`config.mk`:
```
export PLATFORM = sky130hd
export DESIGN_NAME = uart_pix_len_frame_tx
export DESIGN_NICKNAME = d
export VERILOG_FILES = /design/src/rtl/uart_pix_len_frame_tx.sv
export SDC_FILE = /design/constraint.sdc
export NUM_CORES = 1
export LEC_CHECK = 0
export ABC_AREA = 1
export ABC_CLOCK_PERIOD_IN_PS = 2540
export CORE_AREA = 2 2 101 122
export CTS_BUF_LIST = sky130_fd_sc_hd__clkbuf_4 sky130_fd_sc_hd__clkbuf_8
export DETAILED_ROUTE_END_ITERATION = 6
export DIE_AREA = 0 0 103 124
export RECOVER_POWER = 50
export SYNTH_ARGS = -nofsm -noshare
export SYNTH_HDL_FRONTEND = slang
export SYNTH_SLANG_ARGS = --single-unit
```
`constraint.sdc`:
```
create_clock -name sys_clk_96M -period 2.54 [get_ports sys_clk_96M]
set_input_delay 0.635 -clock sys_clk_96M [delete_from_list [all_inputs] [get_ports sys_clk_96M]]
set_output_delay 0.635 -clock sys_clk_96M [all_outputs]
set_load 0.005 [all_outputs]
```
`src/rtl/uart_pix_len_frame_tx.sv`:
```
// Pixel-length frame transmitter: serialises x/y lengths into a headered byte frame for the UART TX.
// Optional UART_FRAME_CKSUM_EN appends a modulo-256 sum of the four payload bytes.
module uart_pix_len_frame_tx #(
    parameter logic [7:0] HDR0        = 8'h55,
    parameter logic [7:0] HDR1        = 8'hAA,
    parameter int         TIMEOUT_CYC = 16384
) (
    input  logic        sys_clk_96M,
    input  logic        sys_rst_n,
    input  logic [10:0] x_pix_len,
    input  logic [10:0] y_pix_len,
    input  logic        pix_len_update,
    output logic        txd_en,
    output logic [7:0]  txd_data,
    input  logic        txd_flag,
    output logic        busy,
    output logic        frame_done,
    output logic        timeout_err,
    output logic [7:0]  drop_cnt
);

    localparam int CNT_W = $clog2(TIMEOUT_CYC);
`ifdef UART_FRAME_CKSUM_EN
    localparam logic [2:0] LAST_IDX = 3'd6;
`else
    localparam logic [2:0] LAST_IDX = 3'd5;
`endif

    typedef enum logic [1:0] {
        IDLE,
        SEND,
        WAIT,
        DONE
    } state_t;

    state_t             r_state;
    state_t             w_state_nxt;
    logic [10:0]        r_x;
    logic [10:0]        r_y;
    logic [10:0]        r_x_sh;
    logic [10:0]        r_y_sh;
    logic               r_pending;
    logic [2:0]         r_idx;
    logic [CNT_W-1:0]   r_cnt;
    logic               r_txd_en;
    logic [7:0]         r_txd_data;
    logic               r_busy;
    logic               r_frame_done;
    logic               r_timeout_err;
    logic [7:0]         r_drop_cnt;
    logic               w_start;
    logic               w_timeout;
    logic               w_last_ack;
    logic [7:0]         w_byte;

    assign w_start    = (r_state == IDLE) && (pix_len_update || r_pending);
    assign w_timeout  = (r_state == WAIT) && !txd_flag && (r_cnt == CNT_W'(TIMEOUT_CYC - 1));
    assign w_last_ack = (r_state == WAIT) && txd_flag && (r_idx == LAST_IDX);

`ifdef UART_FRAME_CKSUM_EN
    logic [7:0] w_cksum;
    assign w_cksum = {5'b0, r_x[10:8]} + r_x[7:0] + {5'b0, r_y[10:8]} + r_y[7:0];
`endif

    always_comb begin
        w_byte = 8'h00;
        case (r_idx)
            3'd0:    w_byte = HDR0;
            3'd1:    w_byte = HDR1;
            3'd2:    w_byte = {5'b0, r_x[10:8]};
            3'd3:    w_byte = r_x[7:0];
            3'd4:    w_byte = {5'b0, r_y[10:8]};
            3'd5:    w_byte = r_y[7:0];
`ifdef UART_FRAME_CKSUM_EN
            default: w_byte = w_cksum;
`else
            default: w_byte = 8'h00;
`endif
        endcase
    end

    always_comb begin
        w_state_nxt = r_state;
        case (r_state)
            IDLE: if (w_start) w_state_nxt = SEND;
            SEND: w_state_nxt = WAIT;
            WAIT: begin
                // An acknowledge in the final counted cycle still wins over the abort.
                if (txd_flag)       w_state_nxt = (r_idx == LAST_IDX) ? DONE : SEND;
                else if (w_timeout) w_state_nxt = IDLE;
            end
            DONE:    w_state_nxt = IDLE;
            default: w_state_nxt = IDLE;
        endcase
    end

    always_ff @(posedge sys_clk_96M or negedge sys_rst_n) begin
        if (!sys_rst_n) r_state <= IDLE;
        else            r_state <= w_state_nxt;
    end

    always_ff @(posedge sys_clk_96M or negedge sys_rst_n) begin
        if (!sys_rst_n) begin
            r_x        <= '0;
            r_y        <= '0;
            r_x_sh     <= '0;
            r_y_sh     <= '0;
            r_pending  <= 1'b0;
            r_idx      <= '0;
            r_cnt      <= '0;
            r_drop_cnt <= '0;
        end else begin
            // A fresh pulse always beats the shadow copy, so the latest values win.
            if (w_start) begin
                r_x   <= pix_len_update ? x_pix_len : r_x_sh;
                r_y   <= pix_len_update ? y_pix_len : r_y_sh;
                r_idx <= '0;
            end else if ((r_state == WAIT) && txd_flag && (r_idx != LAST_IDX)) begin
                r_idx <= r_idx + 3'd1;
            end
            if (pix_len_update && (r_state != IDLE)) begin
                r_x_sh    <= x_pix_len;
                r_y_sh    <= y_pix_len;
                r_pending <= 1'b1;
            end else if (w_start) begin
                r_pending <= 1'b0;
            end
            if (pix_len_update && r_pending && (r_drop_cnt != 8'hFF))
                r_drop_cnt <= r_drop_cnt + 8'd1;
            if (r_state == SEND)      r_cnt <= '0;
            else if (r_state == WAIT) r_cnt <= r_cnt + 1'b1;
        end
    end

    always_ff @(posedge sys_clk_96M or negedge sys_rst_n) begin
        if (!sys_rst_n) begin
            r_txd_en      <= 1'b0;
            r_txd_data    <= '0;
            r_busy        <= 1'b0;
            r_frame_done  <= 1'b0;
            r_timeout_err <= 1'b0;
        end else begin
            r_txd_en      <= (r_state == SEND);
            if (r_state == SEND) r_txd_data <= w_byte;
            r_busy        <= (w_state_nxt != IDLE);
            r_frame_done  <= w_last_ack;
            r_timeout_err <= w_timeout;
        end
    end

    assign txd_en      = r_txd_en;
    assign txd_data    = r_txd_data;
    assign busy        = r_busy;
    assign frame_done  = r_frame_done;
    assign timeout_err = r_timeout_err;
    assign drop_cnt    = r_drop_cnt;

endmodule

```
# Word level (Yosys, flattened, before mapping)
# Index checks and enable logic that the tools add are counted.
[op_classes]
n_reduce_logical = 18
n_addsub = 3
n_mux = 14
n_eq_ne = 11
[ops]
columns = ["op", "count"]
rows = [
  ["8-bit one-hot mux with 6 select lines", 1],
  ["14-bit two-way mux", 2],
  ["11-bit two-way mux", 2],
  ["14-bit by 1-bit adder with 14-bit output (second input constant)", 1],
  ["14-bit == test (second input constant)", 1],
  ["2-bit nonzero test", 5],
  ["1-bit logical AND", 9],
  ["8-bit by 1-bit adder with 8-bit output (second input constant)", 1],
  ["2-bit two-way mux", 4],
  ["8-bit != test (second input constant)", 1],
  ["2-bit one-hot mux with 4 select lines", 1],
  ["3-bit by 2-bit == test with 1-bit output (second input constant)", 2],
  ["3-bit == test (second input constant)", 2],
  ["3-bit two-way mux", 2],
  ["2-bit == test (second input constant)", 2],
  ["3-bit by 1-bit adder with 3-bit output (second input constant)", 1],
  ["3-bit by 1-bit == test with 1-bit output (second input constant)", 1],
  ["3-bit zero test", 1],
  ["3-bit != test (second input constant)", 1],
  ["2-bit by 1-bit == test with 1-bit output (second input constant)", 1],
  ["2-bit zero test", 1],
  ["1-bit two-way mux", 2],
  ["1-bit zero test", 1],
  ["1-bit logical OR", 1],
]
[word_totals]
in_bits = 26
wordCells = 60
out_inout_bits = 20
ff_bits = 84

# Logic depth before layout (Yosys ltp)
[logic_depth]
ltp_word = 7
mapped_depth = 9
depth_no_buf = 9

# Worst setup path after synthesis
# OpenSTA, ideal clock, no wires.
[synth_timing]
path_kind = "register -> register"
startpoint = "register r_state[0]"
endpoint = "register r_cnt[11]"
stages_incl_launch_ff = 10
period_less_slack_ps = 1595
required_ps = 2423
setup_time_ps = 117
path_buffers = 0
arrival_ps = 1478
slack_ps = 945
cell_sequence = "dfrtp_1 -> inv_1 -> ha_1 -> inv_2 -> nor3_4 -> nand3_2 -> nor3_2 -> nand2_1 -> nand2_1 -> nor2_1"
[synth_between]
elab_chain_len = 2
word_cells_on_any_way = 4
cone_classes = "2 x eq/ne; 1 x mux; 1 x reduce/logical"
[synth_lines]
columns = ["element", "line", "source"]
rows = [
  ["start: declaration", "36", "state_t r_state;"],
  ["start signal: assignment", "99", "else r_state <= w_state_nxt;"],
  ["2-bit by 1-bit == test with 1-bit output or 2-bit == test (tied branches)", "130, 131", ""],
  ["14-bit two-way mux or 2-bit nonzero test (tied branches)", "-", ""],
  ["end signal: assignment", "131", "else if (r_state == WAIT) r_cnt <= r_cnt + 1'b1;"],
  ["end: declaration", "44", "logic [CNT_W-1:0] r_cnt;"],
]
# Parallel ways exist; a longest one is shown, timed or not.
# A chain may end at the register's enable or synchronous reset.

# Final worst setup path
[layout_timing]
startpoint = "input pix_len_update"
endpoint = "register r_drop_cnt[4] (netlist: drop_cnt[4])"
[layout_between]
elab_chain_len = 2
[layout_lines]
columns = ["element", "line", "source"]
rows = [
  ["start: declaration", "12", "input logic pix_len_update,"],
  ["1-bit logical AND (2 in a row)", "128", "if (pix_len_update && r_pending && (r_drop_cnt != 8'hFF))"],
  ["end signal: assignment", "129", "r_drop_cnt <= r_drop_cnt + 8'd1;"],
  ["end: declaration", "50", "logic [7:0] r_drop_cnt;"],
]
# Every way passes these cells.

==> results.ini <==
[clock_network]
htree_levels = 3
clkLatencyLatePin_ns = 0.35
cts_buffer_depth = 2
cts_hold_buf = 0
clkSinkCount = 84
post_cts_buffers = 0
clk_pin_slew_ns = 0.09
ctsResizeCount = 0
cts_tree = done
cts_made_buffers = 9
cts-root-buf = clkbuf_8

[logic_synthesis]
syn_avg_cell_area_um2 = 8.44
ys_top_cells_by_area = dfrtp_1 53%, nand2_1 11%, o21ai_0 9.7%, inv_1 6.6%, ha_1 3.2%
synthesis.area_um2 = 3970
synth-seq-cells = 84
synth_cells = 470
synth_nets = 506
ys_seq_area_share_pct = 53.0
synth_top_area_share_pct = 53.0
synth_cell_type_count = 29
yosysWarnings = 0
synth.largest_area_cell = dfrtp_1

[grt]
grt_first_pass_wirelength_mm = 14.3
grt_max_degree = 45
antenna_found_initial = 0
grt_pass1_vias = 3140
grt_use_total_pct = 14.0
overflow = 0

[finish]
layout-drive-gt1-share_pct = 6.13
regArea_um2 = 2100
nFillCells = 1206
multi_input_area_um2 = 1540
utilization_pct = 41.7
fin_cells = 679
area.growth.synth_to_final_pct = 21.0
diodes = 0
fin_nets = 554

[run_status]
status = completed

[detailed_routing]
drc = 0
drt_iter0_drc = 127
dr.pass1.iters = 4
post_drt_wl_per_cell_um = 11.9
antenna_left = 0
avgViaCountPerCell = 4.59
num_vias = 3116
drt-total-wl_mm = 8.11

[setup_path]
end_kind = flop
worstPathArrival_ns = 2.21
critPathKind = in -> reg
reg2regPathDepth = 6
path_max_fanout = 10
critPathLaunchType = input port
crit_required_ns = 2.78

[placement]
place_inst = 664
place_worst_setup_slack_ns = 0.409
portBuffers = 45
dp_hpwl_mm = 5.99
place_congestion = 0.792

[die]
core_um2 = 11500
die_x_um = 103
die_h_um = 124
io_pins = 46
start_util_pct = 34.4
dieArea_um2 = 12800
fp-row-count = 43

[min_path]
hp-class = reg -> reg
hold_depth = 2

[power_and_ir_drop]
swShare_pct = 36.2
power_mw = 4.80
combPwrFrac_pct = 34.7
peakVddDrop_mv = 0.327
p_per_area_nw_per_um2 = 1000
p_leak_nw = 2.24
p_sw_mw = 1.74
p_int_mw = 3.06
clkPwrFrac_pct = 20.2
p_seq_share_pct = 45.1

[sta]
setup_viol = 0
rsz0062_at_grt = false
fin_skew_ns = 0.0108
fin_crit_ns = 1.97
tightest_slew_ns = 1.15
period_share_pct = 77.6
final-max-slew-violation-count = 0
maxSlewHeadroom_pct = 23.2
max_freq_mhz = 507
fin_ws_ns = 0.569
hold_violations = 0
finalSetupTns_ns = 0

[run]
drv_cap = 0

[flip-flops by register name (all words and copies together), names as in the netlist]
| register | flops |
|---|---|
| r_x_sh | 11 |
| busy | 1 |
| frame_done | 1 |
| r_idx | 3 |
| r_x | 11 |
| r_state | 2 |
| txd_en | 1 |
| r_y_sh | 11 |
| r_pending | 1 |
| txd_data | 8 |
| r_cnt | 14 |
| drop_cnt | 8 |
| timeout_err | 1 |
| r_y | 11 |
[synth_stat cells]
library cell  number
o21ai_0           77
nand3_1            4
nand2_1          120
o21a_1             1
xor2_1             3
a221oi_1           4
buf_4              1
a21oi_1            8
inv_2              1
nand3_2            1
nor2_4             3
clkbuf_1          11
xnor2_1            4
dfrtp_1           84
nand4_1            6
nand2_2            2
o21ai_1            1
o211ai_1          12
o21bai_1           1
inv_1             70
nor2_2             1
ha_1              10
buf_2              2
nor3_2             1
nor2_1            27
nor3_4             1
nor3_1             7
a21oi_2            2
o22ai_1            5
[metrics by stage]
step	hold WS (ns)	cell area, um^2
6_report	0.484	4800
5_1_grt	0.515	4800
4_1_cts	0.156	4810
3_5_place_dp	0.469	4610
3_3_place_gp	0.461	4610
2_1_floorplan	0.339	3970
[worst paths after layout]
path,end,startpoint,slack [ns]
max,drop_cnt[4],pix_len_update,0.57
min,r_y_sh[5],r_y_sh[5],0.48
max reg2reg,drop_cnt[4],drop_cnt[0],0.72
min reg2reg,r_y_sh[5],r_y_sh[5],0.48
max in group asynchronous,r_cnt[2],sys_rst_n,0.82
min in group asynchronous,drop_cnt[0],sys_rst_n,0.49
[cell usage in the layout (no fill, tap or decap)]
cell type | synthesis | layout
nand2_1 | 120 | 120
dfrtp_1 | 84 | 84
o21ai_0 | 77 | 77
inv_1 | 70 | 70
clkdlybuf4s50_1 | 0 | 42
nor2_1 | 27 | 27
o211ai_1 | 12 | 12
clkbuf_8 | 0 | 11
ha_1 | 10 | 10
a21oi_1 | 8 | 9
nor3_1 | 7 | 7
nand4_1 | 6 | 6
o22ai_1 | 5 | 5
nand3_1 | 4 | 4
xnor2_1 | 4 | 4
a221oi_1 | 4 | 4
buf_4 | 1 | 4
nor2_4 | 3 | 3
xor2_1 | 3 | 3
nand2_2 | 2 | 2
clkinv_2 | 0 | 2
dlygate4sd3_1 | 0 | 2
inv_2 | 1 | 1
a21oi_2 | 2 | 1
o21a_1 | 1 | 1
nor3_4 | 1 | 1
nand3_2 | 1 | 1
nor3_2 | 1 | 1
nor2_2 | 1 | 1
o21ai_1 | 1 | 1
o21bai_1 | 1 | 1
clkinv_4 | 0 | 1
bufinv_16 | 0 | 1
clkbuf_1 | 11 | 1
clkbuf_2 | 0 | 1
buf_12 | 0 | 1
[worst max-delay path, cell delays in order]
cell	delay (ns)
dlygate4sd3_1	0.59
nand2_1	0.07
a21oi_1	0.55
nand4_1	0.20
xnor2_1	0.17
[power groups by stage]
stage	registers [mW]	logic, mW	clock network [mW]
global route	2.23	1.95	1.05
detailed placement	2.19	1.70	0
finish	2.16	1.67	0.969
global placement	2.18	1.65	0
floorplan	2.13	1.09	0
CTS	2.17	1.71	0.998
[layout make-up]
class / count / share of cell area (%)
Multi-Input combinational cell: 301 / 32.0
Clock inverter: 4 / 1.02
Sequential cell: 84 / 43.8
Timing Repair Buffer: 51 / 10.4
Tap cell: 157 / 4.09
Clock buffer: 11 / 3.15
Inverter: 71 / 5.55
[cell families after synthesis]
logic type / synth area share [%]
and+or+nand+nor: 18.5
AOI/OAI and AO/OA: 15.6
buffers and inverters: 8.20
DFF: 53.0
adders and majority gates: 3.15
xor gates and xnor gates: 1.55
[layer usage]
metal / global-route usage (%) / share of wire [%] / routed length, um
met1: 19.3 / 50 / 4080
met2: 22.4 / 46 / 3710
met3: 2.41 / 3.0 / 244
met4: 4.44 / 0.99 / 80
met5: 0 / 0 / 0
Note: power is estimated with default switching activity, not from simulation.
